--- config.mk ---
export PLATFORM = sky130hd
export DESIGN_NAME = bus_arbiter_flat
export DESIGN_NICKNAME = d
export VERILOG_FILES = /design/src/rtl/bus_pkg.sv /design/src/rtl/bus_arbiter_if.sv /design/src/rtl/arb_fsm.sv /design/src/rtl/bus_arbiter.sv /design/src/flat_wrapper.sv
export SDC_FILE = /design/constraint.sdc
export NUM_CORES = 1
export LEC_CHECK = 0
export CAP_MARGIN = 20
export CELL_PAD_IN_SITES_DETAIL_PLACEMENT = 0
export CELL_PAD_IN_SITES_GLOBAL_PLACEMENT = 1
export CORE_MARGIN = 5
export CORE_UTILIZATION = 17
export DETAILED_ROUTE_END_ITERATION = 8
export PLACE_DENSITY_LB_ADDON = 0.12
export SLEW_MARGIN = 10
export SYNTH_ARGS = -nofsm -noshare
export SYNTH_HDL_FRONTEND = slang
export SYNTH_HIERARCHICAL = 1
export SYNTH_SLANG_ARGS = --single-unit
--- constraint.sdc ---
create_clock -name HCLK_i -period 2.8 [get_ports HCLK_i]
set_input_delay 0.7 -clock HCLK_i [delete_from_list [all_inputs] [get_ports HCLK_i]]
set_output_delay 0.7 -clock HCLK_i [all_outputs]
set_load 0.005 [all_outputs]
--- src/rtl/bus_pkg.sv ---
// bus_pkg: shared constants and types for the two-master bus arbiter.
//   BUS_W     - address/data bus width
//   OWN_*     - owner encoding (0 none, 1 master 1, 2 master 2)
//   arb_state_e - arbiter FSM states; encoding equals the owner code
package bus_pkg;

  localparam int unsigned BUS_W = 32;
  localparam int unsigned OWN_W = 2;

  localparam logic [OWN_W-1:0] OWN_NONE = 2'd0;
  localparam logic [OWN_W-1:0] OWN_M1   = 2'd1;
  localparam logic [OWN_W-1:0] OWN_M2   = 2'd2;

  typedef enum logic [OWN_W-1:0] {
    ST_IDLE   = 2'd0,
    ST_OWN_M1 = 2'd1,
    ST_OWN_M2 = 2'd2
  } arb_state_e;

endpackage

--- src/rtl/bus_arbiter_if.sv ---
// bus_arbiter_if: master-side and bus-side signals of the two-master arbiter.
//   slave  modport - seen by the arbiter (master requests/data in, bus out)
//   master modport - seen by whatever drives the masters and the bus port
interface bus_arbiter_if;
  import bus_pkg::*;

  // Master 1
  logic             HBUSREQ_M1_i;
  logic             HLOCK_M1_i;
  logic [BUS_W-1:0] HADDR_M1_bi;
  logic [BUS_W-1:0] HWDATA_M1_bi;
  logic             HWRITE_M1_i;
  logic [BUS_W-1:0] HRDATA_M1_bo;
  logic             HGRANT_M1_o;
  // Master 2
  logic             HBUSREQ_M2_i;
  logic             HLOCK_M2_i;
  logic [BUS_W-1:0] HADDR_M2_bi;
  logic [BUS_W-1:0] HWDATA_M2_bi;
  logic             HWRITE_M2_i;
  logic [BUS_W-1:0] HRDATA_M2_bo;
  logic             HGRANT_M2_o;
  // Shared bus master port
  logic [OWN_W-1:0] HMASTER_o;
  logic [BUS_W-1:0] HADDR_bo;
  logic [BUS_W-1:0] HWDATA_bo;
  logic             HWRITE_o;
  logic [BUS_W-1:0] HRDATA_bi;

  modport slave (
    input  HBUSREQ_M1_i, HLOCK_M1_i, HADDR_M1_bi, HWDATA_M1_bi, HWRITE_M1_i,
    input  HBUSREQ_M2_i, HLOCK_M2_i, HADDR_M2_bi, HWDATA_M2_bi, HWRITE_M2_i,
    input  HRDATA_bi,
    output HRDATA_M1_bo, HGRANT_M1_o, HRDATA_M2_bo, HGRANT_M2_o,
    output HMASTER_o, HADDR_bo, HWDATA_bo, HWRITE_o
  );

  modport master (
    output HBUSREQ_M1_i, HLOCK_M1_i, HADDR_M1_bi, HWDATA_M1_bi, HWRITE_M1_i,
    output HBUSREQ_M2_i, HLOCK_M2_i, HADDR_M2_bi, HWDATA_M2_bi, HWRITE_M2_i,
    output HRDATA_bi,
    input  HRDATA_M1_bo, HGRANT_M1_o, HRDATA_M2_bo, HGRANT_M2_o,
    input  HMASTER_o, HADDR_bo, HWDATA_bo, HWRITE_o
  );

endinterface

--- src/rtl/arb_fsm.sv ---
// arb_fsm: round-robin ownership FSM with hold limit for two bus masters.
//   clk_i, rst_i          - clock, async active-high reset
//   req_m1_i, req_m2_i    - bus requests
//   lock_m1_i, lock_m2_i  - locked-transfer requests (honoured only with ARB_LOCK_EN)
//   owner_o               - address-phase owner (equals state encoding)
//   grant_m1_o/grant_m2_o - registered one-hot grants
// Macro ARB_LOCK_EN: when defined, the owner's lock suppresses hold-limit preemption.
module arb_fsm
  import bus_pkg::*;
#(
  parameter int unsigned MAX_HOLD = 4
) (
  input  logic             clk_i,
  input  logic             rst_i,
  input  logic             req_m1_i,
  input  logic             req_m2_i,
  input  logic             lock_m1_i,
  input  logic             lock_m2_i,
  output logic [OWN_W-1:0] owner_o,
  output logic             grant_m1_o,
  output logic             grant_m2_o
);

  localparam int unsigned HW = $clog2(MAX_HOLD + 1);
  localparam logic [HW-1:0] HOLD_LAST = HW'(MAX_HOLD - 1);

  arb_state_e    state_q, state_d;
  logic [HW-1:0] hold_q, hold_d;
  logic          last_m2_q, last_m2_d;   // last owner was M2; reset value favours M1
  logic          grant_m1_q, grant_m2_q;

  logic          own_req, oth_req, own_lock, locked;
  arb_state_e    other_st;

  // Owner-relative view of the requests so both OWN states share one rule set
  always_comb begin
    own_req  = 1'b0;
    oth_req  = 1'b0;
    own_lock = 1'b0;
    other_st = ST_IDLE;
    case (state_q)
      ST_OWN_M1: begin
        own_req  = req_m1_i;
        oth_req  = req_m2_i;
        own_lock = lock_m1_i;
        other_st = ST_OWN_M2;
      end
      ST_OWN_M2: begin
        own_req  = req_m2_i;
        oth_req  = req_m1_i;
        own_lock = lock_m2_i;
        other_st = ST_OWN_M1;
      end
      default: ;
    endcase
  end

`ifdef ARB_LOCK_EN
  assign locked = own_lock;
`else
  logic unused_lock;
  assign unused_lock = own_lock;
  assign locked      = 1'b0;
`endif

  // Next-state, hold counter and priority pointer
  always_comb begin
    state_d   = state_q;
    hold_d    = hold_q;
    last_m2_d = last_m2_q;

    if (state_q == ST_IDLE) begin
      if (req_m1_i && req_m2_i) state_d = last_m2_q ? ST_OWN_M1 : ST_OWN_M2;
      else if (req_m1_i)        state_d = ST_OWN_M1;
      else if (req_m2_i)        state_d = ST_OWN_M2;
    end else begin
      // An undecodable state has own_req=oth_req=0 and falls back to IDLE
      if (!own_req && oth_req)                             state_d = other_st;
      else if (!own_req)                                   state_d = ST_IDLE;
      else if (oth_req && (hold_q == HOLD_LAST) && !locked) state_d = other_st;
      else if (hold_q != HOLD_LAST)                        hold_d  = hold_q + HW'(1);
    end

    if (state_d != state_q) hold_d = '0;

    if (state_d == ST_OWN_M1)      last_m2_d = 1'b0;
    else if (state_d == ST_OWN_M2) last_m2_d = 1'b1;
  end

  // State register and registered grant decodes
  always_ff @(posedge clk_i or posedge rst_i) begin
    if (rst_i) begin
      state_q    <= ST_IDLE;
      hold_q     <= '0;
      last_m2_q  <= 1'b1;
      grant_m1_q <= 1'b0;
      grant_m2_q <= 1'b0;
    end else begin
      state_q    <= state_d;
      hold_q     <= hold_d;
      last_m2_q  <= last_m2_d;
      grant_m1_q <= (state_d == ST_OWN_M1);
      grant_m2_q <= (state_d == ST_OWN_M2);
    end
  end

  assign owner_o    = state_q;
  assign grant_m1_o = grant_m1_q;
  assign grant_m2_o = grant_m2_q;

endmodule

--- src/rtl/bus_arbiter.sv ---
// bus_arbiter: two-master arbiter and master-side bus multiplexer.
//   HCLK_i   - bus clock
//   HRESET_i - async active-high reset
//   bus      - bus_arbiter_if.slave: master requests/locks/addr/wdata/write,
//              per-master rdata and grants, shared HMASTER/HADDR/HWDATA/HWRITE,
//              HRDATA from the bus
// Macro ARB_LOCK_EN: enables HLOCK_Mx_i suppression of hold-limit preemption.
module bus_arbiter
  import bus_pkg::*;
#(
  parameter int unsigned MAX_HOLD = 4
) (
  input logic          HCLK_i,
  input logic          HRESET_i,
  bus_arbiter_if.slave bus
);

  logic [OWN_W-1:0] owner;
  logic             grant_m1, grant_m2;
  logic [OWN_W-1:0] downer_q, downer_d;

  logic [BUS_W-1:0] haddr, hwdata, hrdata_m1, hrdata_m2;
  logic             hwrite;

  arb_fsm #(
    .MAX_HOLD (MAX_HOLD)
  ) u_arb_fsm (
    .clk_i      (HCLK_i),
    .rst_i      (HRESET_i),
    .req_m1_i   (bus.HBUSREQ_M1_i),
    .req_m2_i   (bus.HBUSREQ_M2_i),
    .lock_m1_i  (bus.HLOCK_M1_i),
    .lock_m2_i  (bus.HLOCK_M2_i),
    .owner_o    (owner),
    .grant_m1_o (grant_m1),
    .grant_m2_o (grant_m2)
  );

  // Data-phase owner trails the address-phase owner by one cycle
  assign downer_d = owner;

  always_ff @(posedge HCLK_i or posedge HRESET_i) begin
    if (HRESET_i) downer_q <= OWN_NONE;
    else          downer_q <= downer_d;
  end

  // Address/control from the address-phase owner
  always_comb begin
    haddr  = '0;
    hwrite = 1'b0;
    case (owner)
      OWN_M1: begin
        haddr  = bus.HADDR_M1_bi;
        hwrite = bus.HWRITE_M1_i;
      end
      OWN_M2: begin
        haddr  = bus.HADDR_M2_bi;
        hwrite = bus.HWRITE_M2_i;
      end
      default: ;
    endcase
  end

  // Write data and read-data return follow the data-phase owner
  always_comb begin
    hwdata    = '0;
    hrdata_m1 = '0;
    hrdata_m2 = '0;
    case (downer_q)
      OWN_M1: begin
        hwdata    = bus.HWDATA_M1_bi;
        hrdata_m1 = bus.HRDATA_bi;
      end
      OWN_M2: begin
        hwdata    = bus.HWDATA_M2_bi;
        hrdata_m2 = bus.HRDATA_bi;
      end
      default: ;
    endcase
  end

  assign bus.HMASTER_o    = owner;
  assign bus.HGRANT_M1_o  = grant_m1;
  assign bus.HGRANT_M2_o  = grant_m2;
  assign bus.HADDR_bo     = haddr;
  assign bus.HWRITE_o     = hwrite;
  assign bus.HWDATA_bo    = hwdata;
  assign bus.HRDATA_M1_bo = hrdata_m1;
  assign bus.HRDATA_M2_bo = hrdata_m2;

endmodule

--- src/flat_wrapper.sv ---
// flat-port wrapper written by rule: the top's interface ports become plain ports
module bus_arbiter_flat import bus_pkg::*;
#(
  parameter int unsigned MAX_HOLD = 4
)
  (HCLK_i, HRESET_i, bus_HBUSREQ_M1_i, bus_HLOCK_M1_i, bus_HADDR_M1_bi, bus_HWDATA_M1_bi, bus_HWRITE_M1_i, bus_HBUSREQ_M2_i, bus_HLOCK_M2_i, bus_HADDR_M2_bi, bus_HWDATA_M2_bi, bus_HWRITE_M2_i, bus_HRDATA_bi, bus_HRDATA_M1_bo, bus_HGRANT_M1_o, bus_HRDATA_M2_bo, bus_HGRANT_M2_o, bus_HMASTER_o, bus_HADDR_bo, bus_HWDATA_bo, bus_HWRITE_o);
  bus_arbiter_if bus_i ();
  input logic HCLK_i;
  input logic HRESET_i;
  input wire logic [$bits(bus_i.HBUSREQ_M1_i)-1:0] bus_HBUSREQ_M1_i;
  input wire logic [$bits(bus_i.HLOCK_M1_i)-1:0] bus_HLOCK_M1_i;
  input wire logic [$bits(bus_i.HADDR_M1_bi)-1:0] bus_HADDR_M1_bi;
  input wire logic [$bits(bus_i.HWDATA_M1_bi)-1:0] bus_HWDATA_M1_bi;
  input wire logic [$bits(bus_i.HWRITE_M1_i)-1:0] bus_HWRITE_M1_i;
  input wire logic [$bits(bus_i.HBUSREQ_M2_i)-1:0] bus_HBUSREQ_M2_i;
  input wire logic [$bits(bus_i.HLOCK_M2_i)-1:0] bus_HLOCK_M2_i;
  input wire logic [$bits(bus_i.HADDR_M2_bi)-1:0] bus_HADDR_M2_bi;
  input wire logic [$bits(bus_i.HWDATA_M2_bi)-1:0] bus_HWDATA_M2_bi;
  input wire logic [$bits(bus_i.HWRITE_M2_i)-1:0] bus_HWRITE_M2_i;
  input wire logic [$bits(bus_i.HRDATA_bi)-1:0] bus_HRDATA_bi;
  output wire logic [$bits(bus_i.HRDATA_M1_bo)-1:0] bus_HRDATA_M1_bo;
  output wire logic [$bits(bus_i.HGRANT_M1_o)-1:0] bus_HGRANT_M1_o;
  output wire logic [$bits(bus_i.HRDATA_M2_bo)-1:0] bus_HRDATA_M2_bo;
  output wire logic [$bits(bus_i.HGRANT_M2_o)-1:0] bus_HGRANT_M2_o;
  output wire logic [$bits(bus_i.HMASTER_o)-1:0] bus_HMASTER_o;
  output wire logic [$bits(bus_i.HADDR_bo)-1:0] bus_HADDR_bo;
  output wire logic [$bits(bus_i.HWDATA_bo)-1:0] bus_HWDATA_bo;
  output wire logic [$bits(bus_i.HWRITE_o)-1:0] bus_HWRITE_o;
  assign bus_i.HBUSREQ_M1_i = bus_HBUSREQ_M1_i;
  assign bus_i.HLOCK_M1_i = bus_HLOCK_M1_i;
  assign bus_i.HADDR_M1_bi = bus_HADDR_M1_bi;
  assign bus_i.HWDATA_M1_bi = bus_HWDATA_M1_bi;
  assign bus_i.HWRITE_M1_i = bus_HWRITE_M1_i;
  assign bus_i.HBUSREQ_M2_i = bus_HBUSREQ_M2_i;
  assign bus_i.HLOCK_M2_i = bus_HLOCK_M2_i;
  assign bus_i.HADDR_M2_bi = bus_HADDR_M2_bi;
  assign bus_i.HWDATA_M2_bi = bus_HWDATA_M2_bi;
  assign bus_i.HWRITE_M2_i = bus_HWRITE_M2_i;
  assign bus_i.HRDATA_bi = bus_HRDATA_bi;
  assign bus_HRDATA_M1_bo = bus_i.HRDATA_M1_bo;
  assign bus_HGRANT_M1_o = bus_i.HGRANT_M1_o;
  assign bus_HRDATA_M2_bo = bus_i.HRDATA_M2_bo;
  assign bus_HGRANT_M2_o = bus_i.HGRANT_M2_o;
  assign bus_HMASTER_o = bus_i.HMASTER_o;
  assign bus_HADDR_bo = bus_i.HADDR_bo;
  assign bus_HWDATA_bo = bus_i.HWDATA_bo;
  assign bus_HWRITE_o = bus_i.HWRITE_o;
  bus_arbiter #(.MAX_HOLD(MAX_HOLD)) u_core (.HCLK_i(HCLK_i), .HRESET_i(HRESET_i), .bus(bus_i));
endmodule
== Word level (Yosys, flattened, before mapping) ==
Index checks and enable logic that the tools add are counted.
Widths: inputs -> output; s select.
Operators by class
  add/subtract/negate cells: 1
  multipliers: 0
  divide/modulo/power cells: 0
  $lt $le $gt $ge: 0
  eq/ne operators: 12
  shift operators: 0
  mux-type cells: 24
  bitwise operators: 0
  reduce and logical (&&, ||, !) cells: 9
Operators with widths (count)
  $pmux 32 s2: 2
  $mux 32: 2
  $mux 3: 6
  $mux 2: 8
  $eq 2x1->1 const B: 3
  $eq 2x2->1 const B: 3
  $ne 2x1->1 const B: 3
  $pmux 1 s2: 3
  $reduce_bool 2->1: 3
  $reduce_and 5->1: 1
  $pmux 2 s2: 1
  $add 3x1->3 const B: 1
  $eq 3x2->1 const B: 1
  $logic_and 1x1->1: 3
  $ne 3x2->1 const B: 1
  $logic_not 2->1: 1
  $mux 1: 2
  $ne 2x2->1: 1
  $logic_not 1->1: 1
Storage, ports and cells
  bits in registers: 10
  latch bits: 0
  RAM bits: 0
  ROM bits: 0
  output and inout port bits: 133
  word-level logic and storage cells: 52
  memories: 0

== Logic depth before layout (Yosys ltp) ==
Gate-level depths: netlist (run 1).
  word-level depth: 10
  gate-level depth with buffers: 10

== Cells and area by module ==
The synthesis (run 1) kept the hierarchy.
By module, submodules not included
  bus_arbiter: times used 1, cells each 234, area an instance 1761.7 sq um, seq. area each 50.0 sq um
  arb_fsm: times used 1, cells each 81, area an instance 719.4 sq um, seq. area each 201.4 sq um

== Worst setup path after synthesis (run 1) ==
OpenSTA, ideal clock, no wires.
  kind: register to register
  start point: reg u_core.u_arb_fsm.state_q[0] (netlist: u_core/u_arb_fsm/owner_o[0])
  end point: reg u_core.u_arb_fsm.last_m2_q
  library setup time: 0.075 ns
  arrival: 2.222 ns
  required time: 2.725 ns
  setup slack: 0.504 ns
  stages on the path, launching flop included: 9
  buffers on the path: 1
  clock period less this slack: 2.296 ns
  cells stage by stage: dfrtp_1 inv_1 ha_1 buf_2 inv_1 or4_1 o21a_1 ha_1 mux2i_1
On the way
  word-level cells in the longest chain between the ends: 9
RTL lines
  from (decl): line arb_fsm.sv:27  | arb_state_e state_q, state_d;
  from (signal assigned): line arb_fsm.sv:99  | state_q <= state_d;
  $eq 2x2->1 / $eq 2x1->1 (equally long branches): line arb_fsm.sv:41  | case (state_q)
  $pmux 1 s2: line arb_fsm.sv:41
  $logic_and 1x1->1: line arb_fsm.sv:80  | else if (oth_req && (hold_q == HOLD_LAST) && !locked) state_d = other_st;
  $mux 2: line arb_fsm.sv:80
  $mux 2: line arb_fsm.sv:79  | else if (!own_req) state_d = ST_IDLE;
  $mux 2: line arb_fsm.sv:78  | if (!own_req && oth_req) state_d = other_st;
  $mux 2 (*): line arb_fsm.sv:72  | if (state_q == ST_IDLE) begin
  $eq 2x1->1 / $eq 2x2->1 (equally long branches): line arb_fsm.sv:86, arb_fsm.sv:87
  $mux 1 / $reduce_bool 2->1 (equally long branches)
  to (signal assigned): line arb_fsm.sv:101  | last_m2_q <= last_m2_d;
  to (decl): line arb_fsm.sv:29  | logic last_m2_q, last_m2_d;
Mark *: on every way between the ends. The rest lies on a longest branch, timed or not.
A chain may end at the register's enable or synchronous reset.

== Worst setup path in the final report (run 1) ==
  start point: reg u_core.u_arb_fsm.state_q[0] (netlist: u_core/u_arb_fsm/owner_o[0])
  end point: out bus_HADDR_bo[4]
On the way
  word-level cells in the longest chain between the ends: 2
RTL lines
  $eq 2x2->1 / $eq 2x1->1 (equally long branches): line bus_arbiter.sv:51  | case (owner)
  $pmux 32 s2 (*): line bus_arbiter.sv:51
  to (decl): line flat_wrapper.sv:26  | output wire logic [$bits(bus_i.HADDR_bo)-1:0] bus_HADDR_bo;
Marks and branches as above.

==> metrics, run 1 <==
switch share=0.424; DR pass1 iterations=4; Adder-Cell Fraction of Synth Area=0.0600; vias in the first global route=3,094; Worst R2R Start=u_core/u_arb_fsm/owner_o[0]$_DFF_PP0_; register area share after synthesis=0.101; Slew HR=0.670; CTS Sinks=10; DRT iter0 DRCs=102; Die ar.=17,100 µm²; drc violations=0; xor/xnor share of the synthesized area=0.00353; I/O pin cnt=301; final worst path period need=around 2.7 ns; CP required=~2.1 ns; Die W=~130 µm; Max Clock Skew=about 0.0018 ns; wire per inst=approximately 18 µm; Via density=4.29; Crit Path Category=reg2out; nets=777; initial antenna violation count=0; worst reg-to-reg setup slack=0.33 ns; Slew @ Worst Pin=a little under 0.5 ns; pwr dens=roughly 760 nW/µm²; synth warn=6; All-Layer GR Usage=0.143; Seq cells post-synth=10; CTS tree=built; final WL=roughly 14 mm; fmax=around 0.38 GHz; H-tree levels=1; setup TNS=0 ns; clock-pin slew on the worst setup and hold paths=0.04 ns; clock share of power=0.064; hold path start=u_core/u_arb_fsm/hold_q[1]$_DFFE_PP0P_; worst-path fanout max=33; Layout Area Growth over Synthesis=130%; DIE HEIGHT=approximately 130 µm; maximum vdd ir drop=0.000698 V; final core area utilization=0.396; Final setup violation count=0; Max Cap Violations=0; Slowest Stage Delay on Critical Path=around 0.54 ns; Diodes inserted=0; Hold EP=u_core/u_arb_fsm/hold_q[1]$_DFFE_PP0P_; Tot Pwr=between 4 and 5 mW; Final Non-Filler Cells=781; post-route ant nets=0; path depth of the worst reg2reg path=10; Clock Path Buffers=2; Core ar.=roughly 14,000 µm²; critical path capture point type=output port; most frequent cell after synthesis=nor2_1; initial core utilization=0.172; Comb pwr share=0.878; number of synthesized flops with an enable pin=0; CP Launch Type=flop; post-detail-place hpwl=11.9 mm; setup ws final=~0.15 ns; Synth Area in Compound Gates=0.374; global placer's final weighted congestion=between 0.8 and 0.9; fraction of final layout cells with drive strength greater than 1=0.136; final worst path period share=0.948; Fin. Hold Viols=0; post-cts resize count=0; RSZ-0062 raised after global routing=no; switching power=1.84 mW; distinct cell type count after synthesis=48; leading cell types by count after synthesis=nor2_1 (70), and2_1 (67), a22oi_2 (49); syn_nets=approximately 500; multiplexer share of the synthesized area=0.0126; first-pass GRT wire length=between 15 and 20 mm; Post-CTS Setup Inserts=0; Reg power frac=0.058; CTS Hold Bufs=0; WHS=roughly 0.54 ns; Mean Syn Cell Area=7.88 µm²; simple-gate area share of the yosys netlist=0.311; Slowest-stage cell, CP=clkdlybuf4s50_1; dpl ws=0.00380 ns; ys async rst share=1.00; largest family of logic cells by synthesized area=compound AO/OA/AOI/OAI gates; CP cell instances=inv_1 > ha_1 > buf_4 > nor2_1 > clkdlybuf4s50_1; Hold Crit Class=reg2reg; Synth area leaders=a22oi_2 (25%), and2_1 (17%), nor2_1 (11%), dfrtp_1 (9.1%), buf_6 (5.9%); largest area contributor in the netlist=a22oi_2; Placement Cell Area=around 5600 µm²; main flop type after synthesis=dfrtp_1; Internal=2.50 mW; largest net degree at the start of global routing=37; reg-to-reg endpoint=u_core/u_arb_fsm/last_m2_q$_DFFE_PP1P_; Synth Instances=around 320; CTS Root Cell=clkbuf_16; Clock Latency Late Sink=roughly 0.23 ns; Syn Std Cell Area=2480 µm²; CTS Buf Count=3; Crit path arrival time=slightly below 2 ns; via count of the routed design=3,347; hold-critical path depth=2; Pins Over Slew Limit=0; grt total ovfl=0; Lkg Pwr=about 2 nW; placed cells=around 780; share of Yosys cell area claimed by the top area cell type=0.247; status=complete, no violations; Rows=44; IO Port Bufs=~300; post-route cell area=~5700 µm²
==> worst max-delay path by stage <==
stage	startpoint	end	slack [ns]	cells after the start
2_1_floorplan	u_core/u_arb_fsm/owner_o[0]$_DFF_PP0_	u_core/u_arb_fsm/last_m2_q$_DFFE_PP1P_	0.50	8
3_3_place_gp	bus_HBUSREQ_M1_i	u_core/u_arb_fsm/last_m2_q$_DFFE_PP1P_	0.08	8
3_5_place_dp	bus_HBUSREQ_M1_i	u_core/u_arb_fsm/last_m2_q$_DFFE_PP1P_	0.004	8
4_1_cts	u_core/u_arb_fsm/owner_o[0]$_DFF_PP0_	bus_HADDR_bo[4]	0.05	5
5_1_grt	u_core/downer_q[0]$_DFF_PP0_	bus_HWDATA_bo[3]	0.007	6
6_report	u_core/u_arb_fsm/owner_o[0]$_DFF_PP0_	bus_HADDR_bo[4]	0.15	5
==> power by group through the flow <==
stage          Combinational, mW  Clock (mW)  Sequential [mW]
3_5_place_dp                3.85           0            0.248
5_1_grt                     4.15       0.297            0.262
4_1_cts                     3.86       0.282            0.247
6_report                    3.81       0.279            0.252
3_3_place_gp                3.80           0            0.246
2_1_floorplan               1.98           0            0.238
==> cells in the final DEF, fill, tap and decap left out, types with 2 or more instances in the layout <==
cell	n
clkdlybuf4s50_1	298
nor2_1	70
and2_1	67
a22oi_2	49
a22oi_1	17
inv_1	13
ha_1	9
dfrtp_1	7
buf_12	7
buf_4	7
o21ai_0	5
a21oi_1	4
clkbuf_16	3
and2_2	2
ha_4	2
nand2_1	2
a211oi_1	2
o21bai_1	2
mux2i_1	2
dfrtp_2	2
==> final cells by class <==
cell class                 count  area [µm²]
fill                        1438        8710
timing repair buffer         312        3180
multi-input combinational    258        1910
sequential                    10         254
tap                          184         230
clock buffer                   4        88.8
inverter                      13        48.8
==> logic make-up (layout without fill, tap and decap cells) <==
logic type / count (synthesis) / count (layout)
fa+ha+maj: 12 / 12
mux: 3 / 3
compound gates: 91 / 91
xor+xnor: 1 / 1
simple gates: 151 / 151
flops: 10 / 10
buf+inv: 47 / 329
==> flip-flops by register name, summed over array words and instances, names as in the netlist <==
signal and count:
u_core/downer_q 2, u_core/u_arb_fsm/last_m2_q 1, u_core/u_arb_fsm/hold_q 3, u_core/u_arb_fsm/grant_m2_o 1, u_core/u_arb_fsm/owner_o 2, u_core/u_arb_fsm/grant_m1_o 1
==> critical path, delay by kind of cell, from the launching register on <==
kind	cells	cell delay (ns)
AND/OR/NAND/NOR	1	0.15
buffers and inverters	3	0.84
adder cells (fa/ha/maj)	1	0.28
flip-flops	1	0.43
==> per-layer routing <==
layer | vias to the layer above | track usage | part of all wire
met1 | 1545 | 0.156 | 0.35
met2 | 129 | 0.286 | 0.56
met3 | 6 | 0.0317 | 0.080
met4 | 0 | 0.0157 | 0.0079
met5 | - | 0 | 0
li1 | 1667 | - | -
No activity file was read; power rests on OpenSTA's default activity.
==> run 2: changes to the inputs <==
--- a/config.mk
+++ b/config.mk
@@ -11,7 +11,10 @@
 export CORE_MARGIN = 5
 export CORE_UTILIZATION = 17
 export DETAILED_ROUTE_END_ITERATION = 8
+export GPL_TIMING_DRIVEN = 1
 export PLACE_DENSITY_LB_ADDON = 0.12
+export REMOVE_ABC_BUFFERS = 1
+export SETUP_SLACK_MARGIN = 0.15
 export SLEW_MARGIN = 10
 export SYNTH_ARGS = -nofsm -noshare
 export SYNTH_HDL_FRONTEND = slang
==> run 2 against run 1 <==
  * Utilization grew 0.83 points
  * Sequential cell count unchanged
  * Clock power decreased by 11%
  * Die area unchanged
  * Via count up 1.4%
  * Critical path depth fell by 1
  * Count of clock-buffer cells in the layout is the same
  * Largest cell class unchanged
  * Power is 2.3% higher
  * Clock skew hardly changed
  * Global-route usage grew 0.30 points
  * Cell count up 0.90%
  * Register-to-register slack better by 0.03 ns
==> metrics, run 2 (synthesis results as in run 1) <==
hold path start=u_core/u_arb_fsm/last_m2_q$_DFFE_PP1P_; status=complete, no violations; final worst path period share=0.939; Crit Path Category=in2out; Final setup violation count=0; via count of the routed design=around 3,400; DIE HEIGHT=roughly 130 µm; Max Clock Skew=approximately 0.0022 ns; Slowest Stage Delay on Critical Path=roughly 0.57 ns; IO Port Bufs=298; Placement Cell Area=about 5600 µm²; nets=784; grt total ovfl=0; commonest non-fill, non-tap cell in the layout=clkdlybuf4s50_1; Clock Latency Late Sink=0.23 ns; CTS Root Cell=clkbuf_16; worst-path fanout max=1; CTS Buf Count=3; Die W=about 130 µm; DR pass1 iterations=4; fraction of final layout cells with drive strength greater than 1=0.151; post-detail-place hpwl=approximately 12 mm; Slew @ Worst Pin=0.493 ns; post-route ant nets=0; Crit. Startpoint=bus_HWDATA_M2_bi[31]; Core ar.=about 14,000 µm²; Clock Path Buffers=2; fmax=0.380 GHz; initial antenna violation count=0; Diodes inserted=0; CP cell instances=clkdlybuf4s50_1 > a22oi_2 > nor2_1 > clkdlybuf4s50_1; Final Non-Filler Cells=between 700 and 800; CTS tree=built; most frequent cells in the layout=clkdlybuf4s50_1 (295), nor2_1 (70), and2_1 (67); dpl ws=0.0376 ns; DRT iter0 DRCs=around 140; final worst path period need=roughly 2.6 ns; H-tree levels=1; Largest register FFs=3; vias in the first global route=3,283; Slew HR=0.663; Die ar.=approximately 17,000 µm²; CTS Hold Bufs=0; largest net degree at the start of global routing=52; CP Launch Type=input port; final core area utilization=0.404; Layout Area Growth over Synthesis=135%; global placer's final weighted congestion=0.809; Slowest-stage cell, CP=clkdlybuf4s50_1; initial core utilization=0.172; CP required=2.10 ns; fillers=about 1,500; placed cells=slightly below 800; Max Cap Violations=0; wire per inst=about 19 µm; final WL=about 15 mm; Pins Over Slew Limit=0; crit-path most repeated cell=clkdlybuf4s50_1; Via density=4.31; Fin. Hold Viols=0; All-Layer GR Usage=0.146; Hold Crit Class=reg2reg; post-route cell area=approximately 5800 µm²; Rows=44; I/O pin cnt=about 300; drc violations=0; Lkg Pwr=between 2 and 2.5 nW; Biggest register=u_core/u_arb_fsm/hold_q; first-pass GRT wire length=between 15 and 20 mm; critical path capture point type=output port; RSZ-0062 raised after global routing=yes; setup ws final=0.172 ns; Crit path arrival time=between 1.5 and 2 ns; maximum vdd ir drop=~0.00045 V; pwr dens=approximately 760 nW/µm²; clock-pin slew on the worst setup and hold paths=0.04 ns; CTS Sinks=10; Worst R2R Start=u_core/u_arb_fsm/owner_o[1]$_DFF_PP0_
==> run 2: changes by cell type in the layout (fill, tap and decap cells not counted), sizes merged <==
cell           before  now
dlymetal6s2s        0    3
clkbuf              4    7
clkdlybuf4s50     298  295
buf                14   18
==> run 2: repair_timing <==
action | CTS | global route
resized for setup | 6 | 9
gates cloned | 1 | 3
setup buffers | 1 | 1
setup endpoints to repair | 65 | 66
==> run 2: cell type report <==
class | count | area [µm²] | area share
well taps | 184 | 230 | 0.0395
clock buffers | 4 | 78.8 | 0.0135
inverters | 13 | 48.8 | 0.00837
repair buffers | 319 | 3270 | 0.562
flip-flops and latches | 10 | 254 | 0.0436
multi-input cells | 258 | 1940 | 0.333
==> run 2: path summary, 6_finish.rpt <==
| check | end | cells after the start | slack [ns] |
|---|---|---|---|
| setup / recovery | bus_HWDATA_bo[31] | 4 | 0.17 |
| hold / removal | u_core/u_arb_fsm/last_m2_q$_DFFE_PP1P_ | 2 | 0.55 |
| setup reg to reg | u_core/u_arb_fsm/last_m2_q$_DFFE_PP1P_ | 9 | 0.36 |
| hold reg to reg | u_core/u_arb_fsm/last_m2_q$_DFFE_PP1P_ | 2 | 0.55 |
| max in group asynchronous | u_core/u_arb_fsm/last_m2_q$_DFFE_PP1P_ | 2 | 1.76 |
| min in group asynchronous | u_core/downer_q[1]$_DFF_PP0_ | 2 | 0.66 |
==> run 2: critical path, delay by kind of cell <==
| family | cells | cell delay [ns] |
|---|---|---|
| AOI/OAI and AO/OA | 1 | 0.07 |
| buffers and inverters | 2 | 1.04 |
| and+or+nand+nor | 1 | 0.11 |
==> run 2: per-stage QoR <==
stage / hold slack [ns] / TNS [ns] / total power, mW
floorplan: 0.441 / -0.173 / 1.90
global placement: 0.525 / 0 / 3.96
detailed placement: 0.537 / 0 / 3.98
CTS: 0.545 / 0 / 4.35
global route: 0.566 / 0 / 4.80
finish: 0.547 / 0 / 4.44
==> run 2: routing by layer <==
metal  part of all wire  vias up  global-route usage  wire length (µm)
met3              0.073        6              0.0220              1070
met5                  0        -                   0                 0
met4             0.0085        0              0.0224               125
met1               0.35     1565               0.162              5080
li1                   -     1681                   -                 -
met2               0.57      143               0.295              8410
==> run 2: report_power, final <==
group | total (mW) | internal [mW] | switching, mW
clock network | 0.249 | 0.190 | 0.0585
registers | 0.250 | 0.199 | 0.0515
logic | 3.94 | 2.18 | 1.76
